$ cat src/rtl/divider_pkg.sv
`default_nettype none
// ============================================================================
// divider_pkg : shared types and constants for the 8b/4b restoring divider
// Revision    : 1.0
// ============================================================================
package divider_pkg;

    localparam int DIVIDEND_W = 8;
    localparam int DIVISOR_W  = 4;
    localparam int QUOTIENT_W = DIVIDEND_W - DIVISOR_W;
    localparam int TRIAL_W    = DIVISOR_W + 1;
    localparam int CNT_W      = $clog2(QUOTIENT_W);

    localparam logic [QUOTIENT_W-1:0] ERR_QUOTIENT = 4'hF;
    localparam logic [CNT_W-1:0]      CNT_START    = CNT_W'(QUOTIENT_W - 1);

    typedef enum logic [1:0] {
        IDLE = 2'd0,
        CALC = 2'd1,
        DONE = 2'd2
    } state_t;

endpackage
`default_nettype wire

$ cat src/rtl/sub_5b.sv
`default_nettype none
// ============================================================================
// sub_5b   : 5-bit subtractor a - b built on a Kogge-Stone prefix carry tree
// Revision : 1.0
// ============================================================================
module sub_5b
    import divider_pkg::*;
(
    input  logic [TRIAL_W-1:0] a,
    input  logic [TRIAL_W-1:0] b,
    output logic [TRIAL_W-1:0] diff,
    output logic               borrow
);

    localparam int LEVELS = $clog2(TRIAL_W);

    logic [TRIAL_W-1:0]             w_b_n;
    logic [TRIAL_W-1:0]             w_half;
    logic [LEVELS:0][TRIAL_W-1:0]   w_g;
    logic [LEVELS:0][TRIAL_W-1:0]   w_p;
    logic                           w_unused_p;

    assign w_b_n  = ~b;
    assign w_half = a ^ w_b_n;

    // The +1 of two's complement enters as carry-in, folded into bit 0's generate.
    assign w_g[0] = (a & w_b_n) | {{(TRIAL_W-1){1'b0}}, w_half[0]};
    assign w_p[0] = w_half;

    generate
        for (genvar l = 0; l < LEVELS; l++) begin : g_level
            for (genvar i = 0; i < TRIAL_W; i++) begin : g_cell
                if (i >= (1 << l)) begin : g_merge
                    assign w_g[l+1][i] = w_g[l][i] | (w_p[l][i] & w_g[l][i-(1<<l)]);
                    assign w_p[l+1][i] = w_p[l][i] & w_p[l][i-(1<<l)];
                end else begin : g_pass
                    assign w_g[l+1][i] = w_g[l][i];
                    assign w_p[l+1][i] = w_p[l][i];
                end
            end
        end
    endgenerate

    assign w_unused_p = ^w_p[LEVELS];

    assign diff   = w_half ^ {w_g[LEVELS][TRIAL_W-2:0], 1'b1};
    assign borrow = ~w_g[LEVELS][TRIAL_W-1];

endmodule
`default_nettype wire

$ cat src/rtl/divider_8b_4b.sv
`default_nettype none
// ============================================================================
// divider_8b_4b : 8-bit by 4-bit unsigned restoring divider, one bit per cycle
// Revision      : 1.0
// ============================================================================
module divider_8b_4b
    import divider_pkg::*;
(
    input  logic                  clk,
    input  logic                  rst,
    input  logic                  in_valid,
    output logic                  in_ready,
    input  logic [DIVIDEND_W-1:0] dividend,
    input  logic [DIVISOR_W-1:0]  divisor,
    output logic                  out_valid,
    input  logic                  out_ready,
    output logic [QUOTIENT_W-1:0] quotient,
    output logic [DIVISOR_W-1:0]  remainder,
    output logic                  div_zero,
    output logic                  overflow
);

    state_t                  state_q, state_d;
    logic [QUOTIENT_W-1:0]   lo_q, lo_d;
    logic [DIVISOR_W-1:0]    divisor_q, divisor_d;
    logic [DIVISOR_W-1:0]    rem_q, rem_d;
    logic [QUOTIENT_W-1:0]   quo_q, quo_d;
    logic [CNT_W-1:0]        cnt_q, cnt_d;
    logic                    div_zero_q, div_zero_d;
    logic                    overflow_q, overflow_d;

    logic                    w_in_div_zero;
    logic                    w_in_overflow;
    logic                    w_in_error;
    logic                    w_cur_bit;
    logic [TRIAL_W-1:0]      w_trial_a;
    logic [TRIAL_W-1:0]      w_trial_b;
    logic [TRIAL_W-1:0]      w_diff;
    logic                    w_borrow;
    logic                    w_unused_diff_msb;

    assign w_in_div_zero = (divisor == '0);
    assign w_in_overflow = !w_in_div_zero && (dividend[DIVIDEND_W-1:QUOTIENT_W] >= divisor);
    assign w_in_error    = w_in_div_zero || w_in_overflow;

    // Only the low nibble is kept; the high nibble seeds the partial remainder.
    assign w_cur_bit = lo_q[cnt_q];
    assign w_trial_a = {rem_q, w_cur_bit};
    assign w_trial_b = {1'b0, divisor_q};

    sub_5b u_sub (
        .a      (w_trial_a),
        .b      (w_trial_b),
        .diff   (w_diff),
        .borrow (w_borrow)
    );

    // Remainder stays below the divisor, so a successful trial never sets the MSB.
    assign w_unused_diff_msb = w_diff[TRIAL_W-1];

    always_ff @(posedge clk) begin
        if (rst) begin
            state_q <= IDLE;
        end else begin
            state_q <= state_d;
        end
    end

    always_comb begin
        state_d = state_q;
        case (state_q)
            IDLE: begin
                if (in_valid) begin
                    state_d = w_in_error ? DONE : CALC;
                end
            end
            CALC: begin
                if (cnt_q == '0) begin
                    state_d = DONE;
                end
            end
            DONE: begin
                if (out_ready) begin
                    state_d = IDLE;
                end
            end
            default: state_d = IDLE;
        endcase
    end

    always_comb begin
        in_ready  = (state_q == IDLE);
        out_valid = (state_q == DONE);
        quotient  = quo_q;
        remainder = rem_q;
        div_zero  = div_zero_q;
        overflow  = overflow_q;
    end

    always_comb begin
        lo_d       = lo_q;
        divisor_d  = divisor_q;
        rem_d      = rem_q;
        quo_d      = quo_q;
        cnt_d      = cnt_q;
        div_zero_d = div_zero_q;
        overflow_d = overflow_q;
        case (state_q)
            IDLE: begin
                if (in_valid) begin
                    lo_d       = dividend[QUOTIENT_W-1:0];
                    divisor_d  = divisor;
                    div_zero_d = w_in_div_zero;
                    overflow_d = w_in_overflow;
                    if (w_in_error) begin
                        quo_d = ERR_QUOTIENT;
                        rem_d = dividend[DIVISOR_W-1:0];
                        cnt_d = '0;
                    end else begin
                        quo_d = '0;
                        rem_d = dividend[DIVIDEND_W-1:QUOTIENT_W];
                        cnt_d = CNT_START;
                    end
                end
            end
            CALC: begin
                quo_d[cnt_q] = ~w_borrow;
                rem_d        = w_borrow ? {rem_q[DIVISOR_W-2:0], w_cur_bit}
                                        : w_diff[DIVISOR_W-1:0];
                cnt_d        = (cnt_q == '0) ? '0 : cnt_q - 1'b1;
            end
            default: begin
            end
        endcase
    end

    always_ff @(posedge clk) begin
        if (rst) begin
            lo_q       <= '0;
            divisor_q  <= '0;
            rem_q      <= '0;
            quo_q      <= '0;
            cnt_q      <= '0;
            div_zero_q <= 1'b0;
            overflow_q <= 1'b0;
        end else begin
            lo_q       <= lo_d;
            divisor_q  <= divisor_d;
            rem_q      <= rem_d;
            quo_q      <= quo_d;
            cnt_q      <= cnt_d;
            div_zero_q <= div_zero_d;
            overflow_q <= overflow_d;
        end
    end

endmodule
`default_nettype wire

$ cat config.mk
export PLATFORM = sky130hd
export DESIGN_NAME = divider_8b_4b
export DESIGN_NICKNAME = d
export VERILOG_FILES = /design/src/rtl/divider_pkg.sv /design/src/rtl/sub_5b.sv /design/src/rtl/divider_8b_4b.sv
export SDC_FILE = /design/constraint.sdc
export NUM_CORES = 1
export LEC_CHECK = 0
export BUFFER_PORTS_ARGS = -buffer_cell sky130_fd_sc_hd__buf_4
export CAP_MARGIN = 20
export CORE_UTILIZATION = 35
export CTS_CLUSTER_DIAMETER = 200
export DETAILED_ROUTE_END_ITERATION = 12
export PLACE_DENSITY = 0.6
export SLEW_MARGIN = 20
export SYNTH_ARGS = -nofsm -noshare
export SYNTH_HDL_FRONTEND = slang
export SYNTH_SLANG_ARGS = --single-unit
$ cat constraint.sdc
create_clock -name clk -period 2.6 [get_ports clk]
set_input_delay 0.26 -clock clk [delete_from_list [all_inputs] [get_ports clk]]
set_output_delay 0.26 -clock clk [all_outputs]
set_load 0.01 [all_outputs]
Word-level counts from Yosys, hierarchy flattened
Cells that the tools add are included.
- bits in registers: 22
- input bits: 16
- word-level logic and storage cells: 69
- mux-type cells: 21
- equality and inequality tests: 5
- order comparisons: 3
- add/subtract/negate cells: 1
- bitwise operators: 20
- reductions and logical operators: 11
- operators with widths (operator ; count):
    4-bit two-way mux ; 5
    4-bit one-hot mux with 2 select lines ; 2
    2-bit two-way mux ; 7
    1-bit bitwise AND ; 9
    1-bit bitwise OR ; 6
    2-bit one-hot mux with 3 select lines ; 1
    5-bit bitwise AND ; 1
    4-bit NOT with 5-bit output ; 1
    5-bit by 1-bit bitwise OR with 5-bit output ; 1
    5-bit XOR ; 1
    4-bit bitwise mux ; 1
    4-bit greater-or-equal comparator ; 1
    2-bit logical NOT ; 2
    4-bit logical NOT ; 1
    2-bit != test, second input constant ; 2
    2-bit one-hot mux with 2 select lines ; 1
    2-bit AND reduction ; 2
    4-bit XOR ; 1
    2-bit by 3-bit < comparator with 1-bit output, second input constant ; 1
    3-bit AND reduction ; 1
    1-bit binary-select mux with 2-bit select ; 1
    1-bit demux with 2-bit select ; 1
    2-bit by 1-bit == test with 1-bit output, second input constant ; 1
    2-bit == test, second input constant ; 1
    other kinds (8) ; 10

Logic depth before layout (Yosys ltp)
- depth in word-level cells: 11
- mapped depth: 11

Modules after synthesis
Synthesis repeated with hierarchy kept, for this count alone.
- cells, all modules: 163
- area total of the unflattened synthesis: 1340.0 µm²
- by module, submodules not included (module ; sequential area each (µm²) ; times used ; area an instance (µm²) ; cells an instance):
    divider_8b_4b ; 440.4 ; 1 ; 1141.1 ; 134
    sub_5b ; 0.0 ; 1 ; 198.9 ; 29

Least setup slack after synthesis
Ideal clock, no wire load.
- path kind: register to register
- start point: reg cnt_q[0]
- end point: reg rem_q[2] (netlist: remainder[2])
- cell stages (with the launch flop): 11
- data required time: 2.521 ns
- slack: 0.423 ns
- library setup time: 0.079 ns
- path buffers: 1
- data arrival time: 2.098 ns
- cell sequence: dfxtp_1 -> buf_4 -> mux2_2 -> o21ai_1 -> ha_1 -> inv_1 -> fa_1 -> xor2_1 -> nor2_1 -> mux2_2 -> a211oi_2
- word-level cells in the longest chain between the ends: 9
- elaborated cells on any way between the ends: 12
- ends and longest elaborated chain (item ; line ; text):
    from (decl) ; divider_8b_4b.sv:28 ; logic [CNT_W-1:0] cnt_q, cnt_d;
    from (signal assigned) ; divider_8b_4b.sv:151 ; cnt_q <= cnt_d;
    1-bit binary-select mux with 2-bit select (*) ; divider_8b_4b.sv:47 ; assign w_cur_bit = lo_q[cnt_q];
    1-bit two-way mux (not written as such) (*) ; divider_8b_4b.sv:47 ;
    5-bit bitwise AND / 5-bit XOR (equally long branches) ; sub_5b.sv:27, sub_5b.sv:24 ;
    5-bit by 1-bit bitwise OR with 5-bit output (*) ; sub_5b.sv:27 ; assign w_g[0] = (a & w_b_n) | {{(TRIAL_W-1){1'b0}}, w_half[0]};
    1-bit bitwise AND ; sub_5b.sv:34 ; assign w_g[l+1][i] = w_g[l][i] | (w_p[l][i] & w_g[l][i-(1<<l)]);
    1-bit bitwise OR ; sub_5b.sv:34 ;
    4-bit XOR ; sub_5b.sv:46 ; assign diff = w_half ^ {w_g[LEVELS][TRIAL_W-2:0], 1'b1};
    4-bit two-way mux (*) ; divider_8b_4b.sv:128 ; rem_d = w_borrow ? {rem_q[DIVISOR_W-2:0], w_cur_bit}
    4-bit one-hot mux with 2 select lines (*) ; divider_8b_4b.sv:108 ; case (state_q)
    to (signal assigned) ; divider_8b_4b.sv:149 ; rem_q <= rem_d;
    to (decl) ; divider_8b_4b.sv:26 ; logic [DIVISOR_W-1:0] rem_q, rem_d;
Every way passes the cells marked *; elsewhere a longest branch is shown, timed or not. The select of a mux whose other input is x is not followed.
A chain may end at the register's enable or synchronous reset.

Worst setup path in the final report
Same ends and word-level chain as after synthesis.

==> metrics.yaml <==
status:
  outcome: "finished, final reports clean"
synth:
  synth_compound_area_share_pct: 22.2
  synth.largest_area_cell: "dfxtp_1"
  synth-edff-count: 0
  synth.top_cell.area_share_pct: 33.0
  synthTopCellsByArea: "dfxtp_1 33%, nand2_1 7.6%, ha_1 7.5%"
  yosysSeqAreaShare_pct: 33.0
  synth.cell_area_sq_mm: 0.00133
  synth_ff_type: "dfxtp_1"
  yosysWarnings: 0
  synthAdderAreaFrac_pct: 9.01
  synth-xor-area-share_pct: 0.657
  synth_top_family_by_area: "simple AND/OR/NAND/NOR gates"
  syn_inst: 159
  syn_nets: 184
  synth_area_per_cell_sq_um: 8.39
  synthMuxAreaShare_pct: 6.66
  synthArstFlopShare_pct: 0
  ys_types: 42
  ys_seq_elements: 22
  synthSimpleGateAreaFrac_pct: 23.2
die:
  die_y_um: 63.7
  start_util_pct: 36.4
  die_w_um: 63.7
  core_sq_mm: 0.00366
  io_pins: 28
  rows: 22
  dieArea_sq_mm: 0.00406
route:
  vias: 1204
  drc: 0
  drt_iter0_drc: 25
  dr.pass1.iters: 4
  via_per_inst: 5.19
  detail-route-antenna-nets: 0
  avgRoutedWirePerCell_um: 13.2
  finalWirelength_mm: 3.05
sta:
  tightestPinTransition_ns: 0.551
  setup-violations-final: 0
  rsz0062_at_grt: "no"
  fin_tns_setup_ns: 0
  slew_headroom_pct: 63.0
  min_period_ns: 2.39
  finClkSkew_ns: 0.00388
  period_share_pct: 92.0
  maxSlewViolCount: 0
  max_freq_ghz: 0.418
  hold_viol: 0
clock_network:
  ctsHoldBuffers: 0
  cts_resized: 0
  cts-buffers-inserted: 3
  clk_latency_ns: 0.27
  ctsLongestPathBuffers: 2
  cts_tree: "built"
  cts_root_buffer: "clkbuf_8"
  cts_htree_levels: 1
  cts_setup_buffers: 0
  cts_sinks: 22
  clkSlewWorstSetupHoldPaths_ns: 0.08
finish:
  nNetsFinal: 210
  diodes: 0
  stdcell_count: 232
  utilization_pct: 44.3
  syn_to_final_growth_pct: 21.7
  final_layout_size_suffix_gt1_share_pct: 25.0
critical_path:
  required_ns: 2.80
  critPathCaptureType: "flop"
  critical-path-top-delay-family: "multiplexers"
  critical_path_arrival_ns: 2.59
  slowest_stage: "dfxtp_1"
  path_common_cell: "mux2_2"
  slowest_delay_ns: 0.51
  crit_chain: "mux2_2, o21ai_1, ha_1, inv_1, fa_1, xor2_1, nor2_1, mux2_2, a211oi_2"
  critical_path_class: "flop to flop"
  start_kind: "flop"
  cp.buffers_inverters: 1
  crit_fanout: 9
min_path:
  min_path_type: "primary input to flop"
flow_run:
  drv_cap: 0
power:
  p_per_area_mw_per_mm2: 611
  leakage_nw: 0.681
  ir_worst_vdd_v: 0.000312
global_routing:
  grt_pass1_vias: 1182
  antenna_found_initial: 0
  grt_usage_pct: 16.2
  grt_max_degree: 23
  grt_first_pass_wirelength_mm: 5.19
  grt-ovfl-total: 0
placed_design:
  post-place-cells: 228
  place_congestion: 0.800
  dp_hpwl_mm: 2.36
  io_buffers: 27
==> synth_stat cells, types with 2 or more instances <==
library cell  count
o21bai_1          4
a211oi_2          3
o211ai_1          2
nand3_1           3
ha_1              8
clkbuf_1          3
nand2_1          27
a21oi_1          16
dfxtp_1          22
buf_4             2
nor2b_1           2
mux2_2            3
nor3b_1           2
a22oi_1           2
o21ai_0           5
mux2i_1           4
inv_1             9
nand2b_1          2
nor3_1            2
a31oi_1           3
nor2_1           14
==> metrics by stage <==
stage                     power (mW)  worst slack (ns)  instance area, sq um  hold slack, ns
after floorplan                0.644             0.423                  1330           0.396
after global placement         0.739             0.296                  1570           0.447
after detailed placement       0.746             0.219                  1570           0.451
after CTS                      0.998             0.204                  1620           0.247
after global routing            1.05            0.0416                  1620           0.244
final                          0.991             0.208                  1620           0.244
==> path summary, 6_finish.rpt <==
path                     start      endpoint  slack (ns)  depth (start not counted)
setup / recovery      cnt_q[0]  remainder[2]        0.21                          9
hold reg to reg   divisor_q[1]  divisor_q[1]        0.46                          2
setup reg to reg      cnt_q[0]  remainder[2]        0.21                          9
hold / removal     dividend[2]       lo_q[2]        0.24                          3
==> state kept, by name, summed over array words and instances (netlist names) <==
register / cells
cnt_q: 2
div_zero: 1
divisor_q: 4
lo_q: 4
overflow: 1
quotient: 4
remainder: 4
state_q: 2
==> layer usage <==
| layer | routed length [um] | global-route usage [%] | vias to the layer above |
|---|---|---|---|
| met5 | 0 | 0 | - |
| met4 | 56 | 6.82 | 0 |
| met3 | 104 | 3.75 | 7 |
| met2 | 1380 | 26.5 | 20 |
| met1 | 1510 | 20.4 | 571 |
| li1 | - | - | 606 |
==> cell type report <==
| class | instances | area, sq um |
|---|---|---|
| fillers | 370 | 2040 |
| multi-input cells | 121 | 823 |
| flip-flops and latches | 22 | 440 |
| repair buffers | 28 | 210 |
| well taps | 48 | 60.1 |
| clock buffers | 4 | 55.1 |
| inverters | 9 | 33.8 |
==> cell usage in the layout, fill, tap and decap left out, types with 3 or more instances in the layout <==
cell and count:
a211oi_2 3, a21oi_1 16, a31oi_1 3, buf_4 28, clkbuf_8 4, dfxtp_1 22
ha_1 8, inv_1 9, mux2_2 3, mux2i_1 4, nand2_1 27, nand3_1 3
nor2_1 14, o21ai_0 5, o21bai_1 4
==> report_power, final <==
| part | internal (mW) | switching, mW |
|---|---|---|
| combinational | 0.155 | 0.176 |
| sequential | 0.371 | 0.0343 |
| clock | 0.135 | 0.119 |
| total | 0.662 | 0.329 |
==> kinds of logic (layout without fill, tap and decap cells) <==
group           Yosys count  after routing
compound gates           43             43
xor+xnor                  1              1
fa+ha+maj                 9              9
buf+inv                  16             41
flops                    22             22
mux                       8              8
simple gates             60             60
==> worst reg2reg max path: stages (launching register included) <==
cell      delay, ns
dfxtp_1        0.51
mux2_2         0.38
o21ai_1        0.16
ha_1           0.25
inv_1          0.07
fa_1           0.38
xor2_1         0.14
nor2_1         0.05
mux2_2         0.27
a211oi_2       0.13
Note: power is estimated with default switching activity, not from simulation.
